File: src/rtl/irq_nest_ctrl.sv
// irq_nest_ctrl: core-side interrupt acceptor with preemption check, trap handshake and nested-level stack
// Ports: clk_i/rst_i (async active-high reset); irq_valid_i/irq_id_i/irq_level_i/irq_heti_i/irq_nest_i arbitrated
// request from the controller; irq_ack_o/irq_id_o one-cycle claim back to it; mie_i global enable;
// core_req_o/core_id_o/core_heti_o trap request to the core; core_gnt_i trap taken; core_mret_i handler return;
// level_o running context level (0 = thread mode); depth_o nesting depth.
// Optional macro IRQ_NEST_THRESH_EN adds thresh_i, a priority threshold a request must exceed.
module irq_nest_ctrl #(
  parameter int NrIrqLines   = 64,
  parameter int NrIrqPrios   = 32,
  parameter int MaxNestDepth = 4,
  parameter int IrqWidth     = $clog2(NrIrqLines),
  parameter int PrioWidth    = $clog2(NrIrqPrios),
  parameter int DepthWidth   = $clog2(MaxNestDepth + 1)
) (
  input  logic                  clk_i,
  input  logic                  rst_i,
  input  logic                  irq_valid_i,
  input  logic [IrqWidth-1:0]   irq_id_i,
  input  logic [PrioWidth-1:0]  irq_level_i,
  input  logic                  irq_heti_i,
  input  logic                  irq_nest_i,
  output logic                  irq_ack_o,
  output logic [IrqWidth-1:0]   irq_id_o,
  input  logic                  mie_i,
`ifdef IRQ_NEST_THRESH_EN
  input  logic [PrioWidth-1:0]  thresh_i,
`endif
  output logic                  core_req_o,
  output logic [IrqWidth-1:0]   core_id_o,
  output logic                  core_heti_o,
  input  logic                  core_gnt_i,
  input  logic                  core_mret_i,
  output logic [PrioWidth-1:0]  level_o,
  output logic [DepthWidth-1:0] depth_o
);
  localparam int IdxWidth = (MaxNestDepth > 1) ? $clog2(MaxNestDepth) : 1;
  typedef enum logic [1:0] {S_IDLE, S_REQ, S_ACK} state_e;
  state_e                r_state, w_next;
  logic [IrqWidth-1:0]   r_id;
  logic [PrioWidth-1:0]  r_level;
  logic                  r_heti, r_nest;
  logic [PrioWidth-1:0]  r_lvl [MaxNestDepth];
  logic [MaxNestDepth-1:0] r_nst;
  logic [DepthWidth-1:0] r_depth;
  logic [IdxWidth-1:0]   w_top_idx, w_push_idx;
  logic [PrioWidth-1:0]  w_top_lvl, w_thresh;
  logic                  w_top_nst, w_empty, w_elig, w_retract, w_push, w_pop;
  assign w_empty    = r_depth == '0;
  assign w_top_idx  = IdxWidth'(r_depth - DepthWidth'(1));
  assign w_push_idx = IdxWidth'(r_depth);
  // an empty stack stands for thread mode: level 0, always preemptible
  assign w_top_lvl  = w_empty ? '0 : r_lvl[w_top_idx];
  assign w_top_nst  = w_empty | r_nst[w_top_idx];
`ifdef IRQ_NEST_THRESH_EN
  assign w_thresh   = thresh_i;
`else
  assign w_thresh   = '0;
`endif
  assign w_elig = irq_valid_i & mie_i & (irq_level_i != '0) & (irq_level_i > w_top_lvl) &
                  (irq_level_i > w_thresh) & w_top_nst & (r_depth < DepthWidth'(MaxNestDepth));
  // a pending request is only dropped for controller/enable changes, not for a level change from mret
  assign w_retract = ~irq_valid_i | (irq_id_i != r_id) | ~mie_i | (r_level <= w_thresh);
  assign w_push    = r_state == S_ACK;
  assign w_pop     = core_mret_i & ~w_empty;
  always_ff @(posedge clk_i or posedge rst_i) begin
    if (rst_i) r_state <= S_IDLE;
    else       r_state <= w_next;
  end
  always_comb begin
    w_next = (r_state == S_IDLE) ? (w_elig ? S_REQ : S_IDLE) :
             (r_state == S_REQ)  ? (core_gnt_i ? S_ACK : (w_retract ? S_IDLE : S_REQ)) :
             S_IDLE;
  end
  always_comb begin
    core_req_o  = r_state == S_REQ;
    core_id_o   = core_req_o ? r_id : '0;
    core_heti_o = core_req_o & r_heti;
    irq_ack_o   = r_state == S_ACK;
    irq_id_o    = irq_ack_o ? r_id : '0;
    level_o     = w_top_lvl;
    depth_o     = r_depth;
  end
  always_ff @(posedge clk_i or posedge rst_i) begin
    if (rst_i) begin
      r_id    <= '0;
      r_level <= '0;
      r_heti  <= 1'b0;
      r_nest  <= 1'b0;
    end else if (r_state == S_IDLE && w_elig) begin
      r_id    <= irq_id_i;
      r_level <= irq_level_i;
      r_heti  <= irq_heti_i;
      r_nest  <= irq_nest_i;
    end
  end
  // simultaneous push and pop overwrites the top entry in place
  always_ff @(posedge clk_i or posedge rst_i) begin
    if (rst_i) begin
      r_depth <= '0;
      r_nst   <= '0;
      for (int k = 0; k < MaxNestDepth; k++) r_lvl[k] <= '0;
    end else if (w_push && w_pop) begin
      r_lvl[w_top_idx] <= r_level;
      r_nst[w_top_idx] <= r_nest;
    end else if (w_push) begin
      r_lvl[w_push_idx] <= r_level;
      r_nst[w_push_idx] <= r_nest;
      r_depth           <= r_depth + DepthWidth'(1);
    end else if (w_pop) begin
      r_depth <= r_depth - DepthWidth'(1);
    end
  end
endmodule

File: config.mk
export PLATFORM = sky130hd
export DESIGN_NAME = irq_nest_ctrl
export DESIGN_NICKNAME = d
export VERILOG_FILES = /design/src/rtl/irq_nest_ctrl.sv
export SDC_FILE = /design/constraint.sdc
export NUM_CORES = 1
export LEC_CHECK = 0
export ABC_AREA = 0
export CORE_MARGIN = 1
export CORE_UTILIZATION = 39
export DETAILED_ROUTE_END_ITERATION = 7
export PLACE_DENSITY = 0.66
export SYNTH_ARGS = -nofsm -noshare
export SYNTH_HDL_FRONTEND = slang
export SYNTH_SLANG_ARGS = --single-unit
export TNS_END_PERCENT = 20
File: constraint.sdc
create_clock -name clk_i -period 4.6 [get_ports clk_i]
set_input_delay 0.92 -clock clk_i [delete_from_list [all_inputs] [get_ports clk_i]]
set_output_delay 0.92 -clock clk_i [all_outputs]
set_load 0.02 [all_outputs]
# Yosys cells after proc, flatten, opt, wreduce, memory -nomap -nowiden
# Cells that the tools add are included.
[totals] ff_bits=42 in_bits=19 output_inout_bits=23 word_cells=89
[classes] add_sub_neg=2 magnitude_cmp=12 n_eq_ne=3 n_mux=31 bitwise_logic=18 n_reduce_logical=12
[ops] cell="bitwise mux 20 bit" count=2
[ops] cell="2-to-1 mux 20 bit" count=2
[ops] cell="2-to-1 mux 5 bit" count=5
[ops] cell="demux 5 bit (select 2 bit)" count=2
[ops] cell="2-to-1 mux 6 bit" count=2
[ops] cell="binary-select mux 5 bit (select 2 bit)" count=1
[ops] cell="bitwise AND 1 bit" count=8
[ops] cell="bitwise mux 4 bit" count=2
[ops] cell="2-to-1 mux 4 bit" count=2
[ops] cell="greater-or-equal comparator 3 bit (second input constant)" count=2
[ops] cell="logical AND 1 bit" count=6
[ops] cell="less-than comparator 2 x 3 -> 1 bit (second input constant)" count=2
[ops] cell="less-than comparator 3 x 1 -> 1 bit (second input constant)" count=2
[ops] cell="2-to-1 mux 2 bit" count=3
[ops] cell="2-to-1 mux 3 bit" count=2
[ops] cell="!= test 6 bit" count=1
[ops] cell="NOT 2 -> 3 bit" count=2
[ops] cell="greater-than comparator 5 x 1 -> 1 bit (second input constant)" count=1
[ops] cell="greater-than comparator 5 bit" count=1
[ops] cell="less-or-equal comparator 5 x 1 -> 1 bit (second input constant)" count=1
[ops] cell="2-to-1 mux 1 bit" count=5
[ops] cell="nonzero test 5 bit" count=1
[ops] cell="demux 1 bit (select 2 bit)" count=2
[ops] cell="greater-or-equal comparator 2 x 1 -> 1 bit (second input constant)" count=2
[ops] cell="other kinds (12)" count=19

# Depth between registers and ports, before layout
[logic_depth] depth_word=13 mapped_depth=14 depth_no_buf=11

# Worst setup path after synthesis
# No wires, ideal clock.
[synth_path] path_kind="flip-flop to flip-flop" start="register r_depth[0], in the netlist depth_o[0]" end="register r_id[0]" setup_ns=0.127 arrival_ns=3.766 required_ns=4.473 slack_ns=0.706 stages_incl_launch_ff=14 n_path_buf=3 period_less_slack_ns=3.894 cell_sequence="dfrtp_1 > clkbuf_1 > inv_1 > ha_1 > clkbuf_1 > mux2_2 > o211ai_1 > ha_1 > and3_1 > nand3_1 > nand4_1 > nor4_4 > buf_6 > mux2_1"
[synth_via] elab_chain_len=12 word_cells_on_any_way=17 cone_classes="add/sub (1); order compare (2); mux (6); bitwise (6); reduce/logical (2)"
[synth_rtl] item="from (decl)" line_no="44" rtl="logic [DepthWidth-1:0] r_depth;"
[synth_rtl] item="from (signal assigned)" line_no="108" rtl="r_depth <= r_depth + DepthWidth'(1);"
[synth_rtl] item="from (signal assigned)" line_no="110" rtl="r_depth <= r_depth - DepthWidth'(1);"
[synth_rtl] item="subtractor 3 x 1 -> 3 bit (*)"
[synth_rtl] item="net w_top_idx[0]" line_no="45" rtl="logic [IdxWidth-1:0] w_top_idx, w_push_idx;"
[synth_rtl] item="NOT 2 -> 3 bit (implied by the code)" line_no="52" rtl="assign w_top_lvl = w_empty ? '0 : r_lvl[w_top_idx];"
[synth_rtl] item="binary-select mux 5 bit (select 2 bit)" line_no="52"
[synth_rtl] item="2-to-1 mux 5 bit (implied by the code) (2 in a row)" line_no="52"
[synth_rtl] item="2-to-1 mux 5 bit" line_no="52"
[synth_rtl] item="greater-than comparator 5 bit" line_no="59" rtl="assign w_elig = irq_valid_i & mie_i & (irq_level_i != '0) & (irq_level_i > w_top_lvl) &"
[synth_rtl] item="bitwise AND 1 bit (2 in a row)" line_no="59"
[synth_rtl] item="bitwise AND 1 bit (*) (2 in a row)" line_no="60" rtl="(irq_level_i > w_thresh) & w_top_nst & (r_depth < DepthWidth'(MaxNestDepth));"
[synth_rtl] item="logical AND 1 bit (*)" line_no="89" rtl="end else if (r_state == S_IDLE && w_elig) begin"
[synth_rtl] item="to (signal assigned)" line_no="90" rtl="r_id <= irq_id_i;"
[synth_rtl] item="to (decl)" line_no="39" rtl="logic [IrqWidth-1:0] r_id;"
# The timed path passes the listed nets; every way through them passes the cells marked *. The select of a mux whose other input is x is not followed.
# A chain may end at the register's enable or synchronous reset.

# Worst setup path after layout
[layout_path] start="register r_depth[0], in the netlist depth_o[0]" end="output level_o[4]"
[layout_via] elab_chain_len=6 word_cells_on_any_way=7 cone_classes="add/sub (1); mux (4); bitwise (1); reduce/logical (1)"
[layout_rtl] item="subtractor 3 x 1 -> 3 bit"
[layout_rtl] item="net w_top_idx[0]" line_no="45"
[layout_rtl] item="NOT 2 -> 3 bit (implied by the code)" line_no="52"
[layout_rtl] item="binary-select mux 5 bit (select 2 bit)" line_no="52"
[layout_rtl] item="2-to-1 mux 5 bit (implied by the code) (2 in a row)" line_no="52"
[layout_rtl] item="2-to-1 mux 5 bit" line_no="52"
[layout_rtl] item="to (decl)" line_no="33" rtl="output logic [PrioWidth-1:0] level_o,"
# The timed path passes the listed nets, and every way through them passes these cells. The select of a mux whose other input is x is not followed.

==> out/qor.txt <==
Status: completed
GRT Residual Overflow: 0
Diodes inserted: 0
Setup CP Type: flop to output port
Worst Hold Launch: r_nst[1]$_DFFE_PP0P_
Synthesized flop and latch total: 42
RR Startpoint: depth_o[0]$_DFFE_PP0P_
Slowest-stage cell, CP: ha_1
Cell area after synthesis: 2260 um2
Setup_tns: 0 ns
Num Clock Sinks: 42
Pin count of the biggest net entering global routing: 43
Arr. time, crit path: 2.80 ns
Post-CTS Setup Bufs: 0
Hpwl dp: 3.534 mm
Crit path depth: 7
TritonRoute pass-1 iters: 3
Core area: 5540 um2
Rows: 27
# placed instances: 296
Worst-path clk slew: 0.08 ns
YS warnings: 0
Cell Area, Placed: 2756 um2
Final period util: 80.92%
CTS tree: yes
DRT iter0 DRCs: 63
H-tree depth: 2
Die X-Extent: 78.12 um
Setup WS post-layout: 0.8775 ns
Post-route ant nets: 0
First-pass GRT wire length: 7.624 mm
RSZ-0062 raised after global routing: false
Die area: 6103 um2
Final min period: 3.722 ns
Drt via density: 4.984
VDD IR max: 250.6 uV
Final instance area: 2851 um2
Post-route insts no fill: 304
Core Util, Final: 51.47%
Final Hold Vio Count: 0
Worst min path class: flop to flop
Place WS: 1.011 ns
Critical path peak fanout: 16
Critical-path cell list: buf_4 -> inv_1 -> ha_1 -> mux2_2 -> o211ai_1 -> inv_1 -> clkdlybuf4s50_1
Crit. End Element: output port
Port buffer count: 41
CTS root buf: clkbuf_8
CP bufs+invs: 4
Worst-case clock buffer depth: 2
Leakage: 1.326 nW
Hold_buf cts: 0
Skew final: 0.01160 ns
Max Cap Viol: 0
FF-to-FF End: r_nest$_DFFE_PP0P_
Final setup violation count: 0
Tot Pwr: 1.381 mW
Initial antenna violation count: 0
Starting Density: 40.79%
Max incr delay on CP: 0.61 ns
Max Freq: 0.2686 GHz
Slew headroom: 51.57%
Area Growth Syn to Fin: 26.19%
I/O pin count: 42
PD cells: 484.4 nW/um2
Worst path most repeated cell: inv_1
Syn Area/Cell: 12.21 um2
Layout cells sized above 1: 20.26%
Final wirelength: 4.728 mm
Reg2reg setup slack: 1.03 ns
Synth cell types: 29
Clk Latency, worst-skew pair: 0.29 ns
Top Family by Delay on Critical Path: buffers and inverters
Post-cts resize count: 0
Crit path from: depth_o[0]$_DFFE_PP0P_
Drt wl/cell: 15.55 um
GRT Util Overall: 16.48%
CTS buffer count: 5
Sequential-to-total area share from yosys stat: 46.51%
Worst setup path end: level_o[4]
Count of pins over their slew limit: 0
RD Place Congestion: 0.7848
DRC: 0
Gate Count Post-Synth: 185
Hold slack: 0.5091 ns
Vias: 1515
Critical path launch point type: flop
Syn nets: 216
Vias in the first global route: 1488
Height of the die: 78.12 um
Layout Nets: 262
Worst Tran Pin Value: 0.7238 ns
Worst endpoint required time: 3.68 ns
Worst reg-to-reg path cell count: 12
-- synthesized netlist by cell type --
cell type | count | area [um2]
nor4_4 | 1 | 21.27
xor2_1 | 3 | 26.28
xnor2_1 | 6 | 52.55
or4_1 | 2 | 15.01
nand4_1 | 2 | 12.51
nor2b_1 | 2 | 12.51
nor4_1 | 1 | 6.260
a21oi_2 | 1 | 8.760
nor2_1 | 5 | 18.77
o21ai_0 | 3 | 15.01
mux2_1 | 9 | 101.4
o211ai_1 | 4 | 30.03
a21oi_1 | 1 | 5.000
clkinv_1 | 1 | 3.750
mux2_2 | 32 | 360.4
nor3_1 | 1 | 5.000
mux4_2 | 2 | 45.04
and2_1 | 16 | 100.1
inv_1 | 9 | 33.78
nand2b_1 | 1 | 6.260
mux2i_1 | 8 | 80.08
nand2_1 | 10 | 37.54
nand3_1 | 3 | 15.01
and3_1 | 2 | 12.51
buf_6 | 1 | 11.26
o21bai_1 | 1 | 7.510
ha_1 | 12 | 150.1
clkbuf_1 | 4 | 15.01
dfrtp_1 | 42 | 1051
-- final cells by class --
type	instances	area, um2
clock inverter	2	12.51
fill	535	2689
inverter	10	37.54
multi-input combinational	128	1145
clock buffer	6	82.58
sequential	42	1051
tap	72	90.09
timing repair buffer	44	432.9
-- placed cells by master (no fill, tap or decap), types with 6 or more instances in the layout --
cell type and n:
dfrtp_1 42, clkdlybuf4s50_1 41, ha_1 12, mux2_2 32
inv_1 9, mux2_1 9, nand2_1 10, xnor2_1 6
mux2i_1 8, and2_1 16, clkbuf_8 6
-- metal layers --
layer  up-vias  global-route usage (%)  wire (um)
li1        736                       -          -
met1       760                   22.41       2272
met2        14                   26.40       2324
met3         5                   3.256         96
met4         0                   5.185         34
met5         -                       0          0
-- report_power, final --
group          total (mW)  internal, mW  switching, mW
Sequential          0.554         0.463         0.0911
Clock               0.247         0.121          0.127
Combinational       0.580         0.291          0.289
Total                1.38         0.875          0.506
-- how the worst min path moves through the flow --
stage,endpoint,slack [ns],cells after the start
final,r_nst[1]$_DFFE_PP0P_,0.51,1
after global routing,r_nst[1]$_DFFE_PP0P_,0.53,1
after CTS,r_nst[1]$_DFFE_PP0P_,0.51,1
after detailed placement,r_nst[1]$_DFFE_PP0P_,0.49,1
after global placement,r_nst[1]$_DFFE_PP0P_,0.49,1
after floorplan,r_heti$_DFFE_PP0P_,0.47,1
-- sequential cells by signal (all words and copies together) (netlist names) --
signal / count
r_lvl: 20
r_nst: 4
r_nest: 1
r_heti: 1
r_id: 6
r_level: 5
r_state: 2
depth_o: 3
-- cell families (layout without fill, tap and decap cells) --
logic type | count (synthesis) | count (layout) | synth area share (%)
fa+ha+maj | 12 | 12 | 6.644
buf+inv | 15 | 62 | 2.823
xor+xnor | 9 | 9 | 3.489
compound gates | 10 | 10 | 2.935
flops | 42 | 42 | 46.51
simple gates | 46 | 46 | 11.63
mux | 51 | 51 | 25.97
Note: power is estimated with default switching activity, not from simulation.
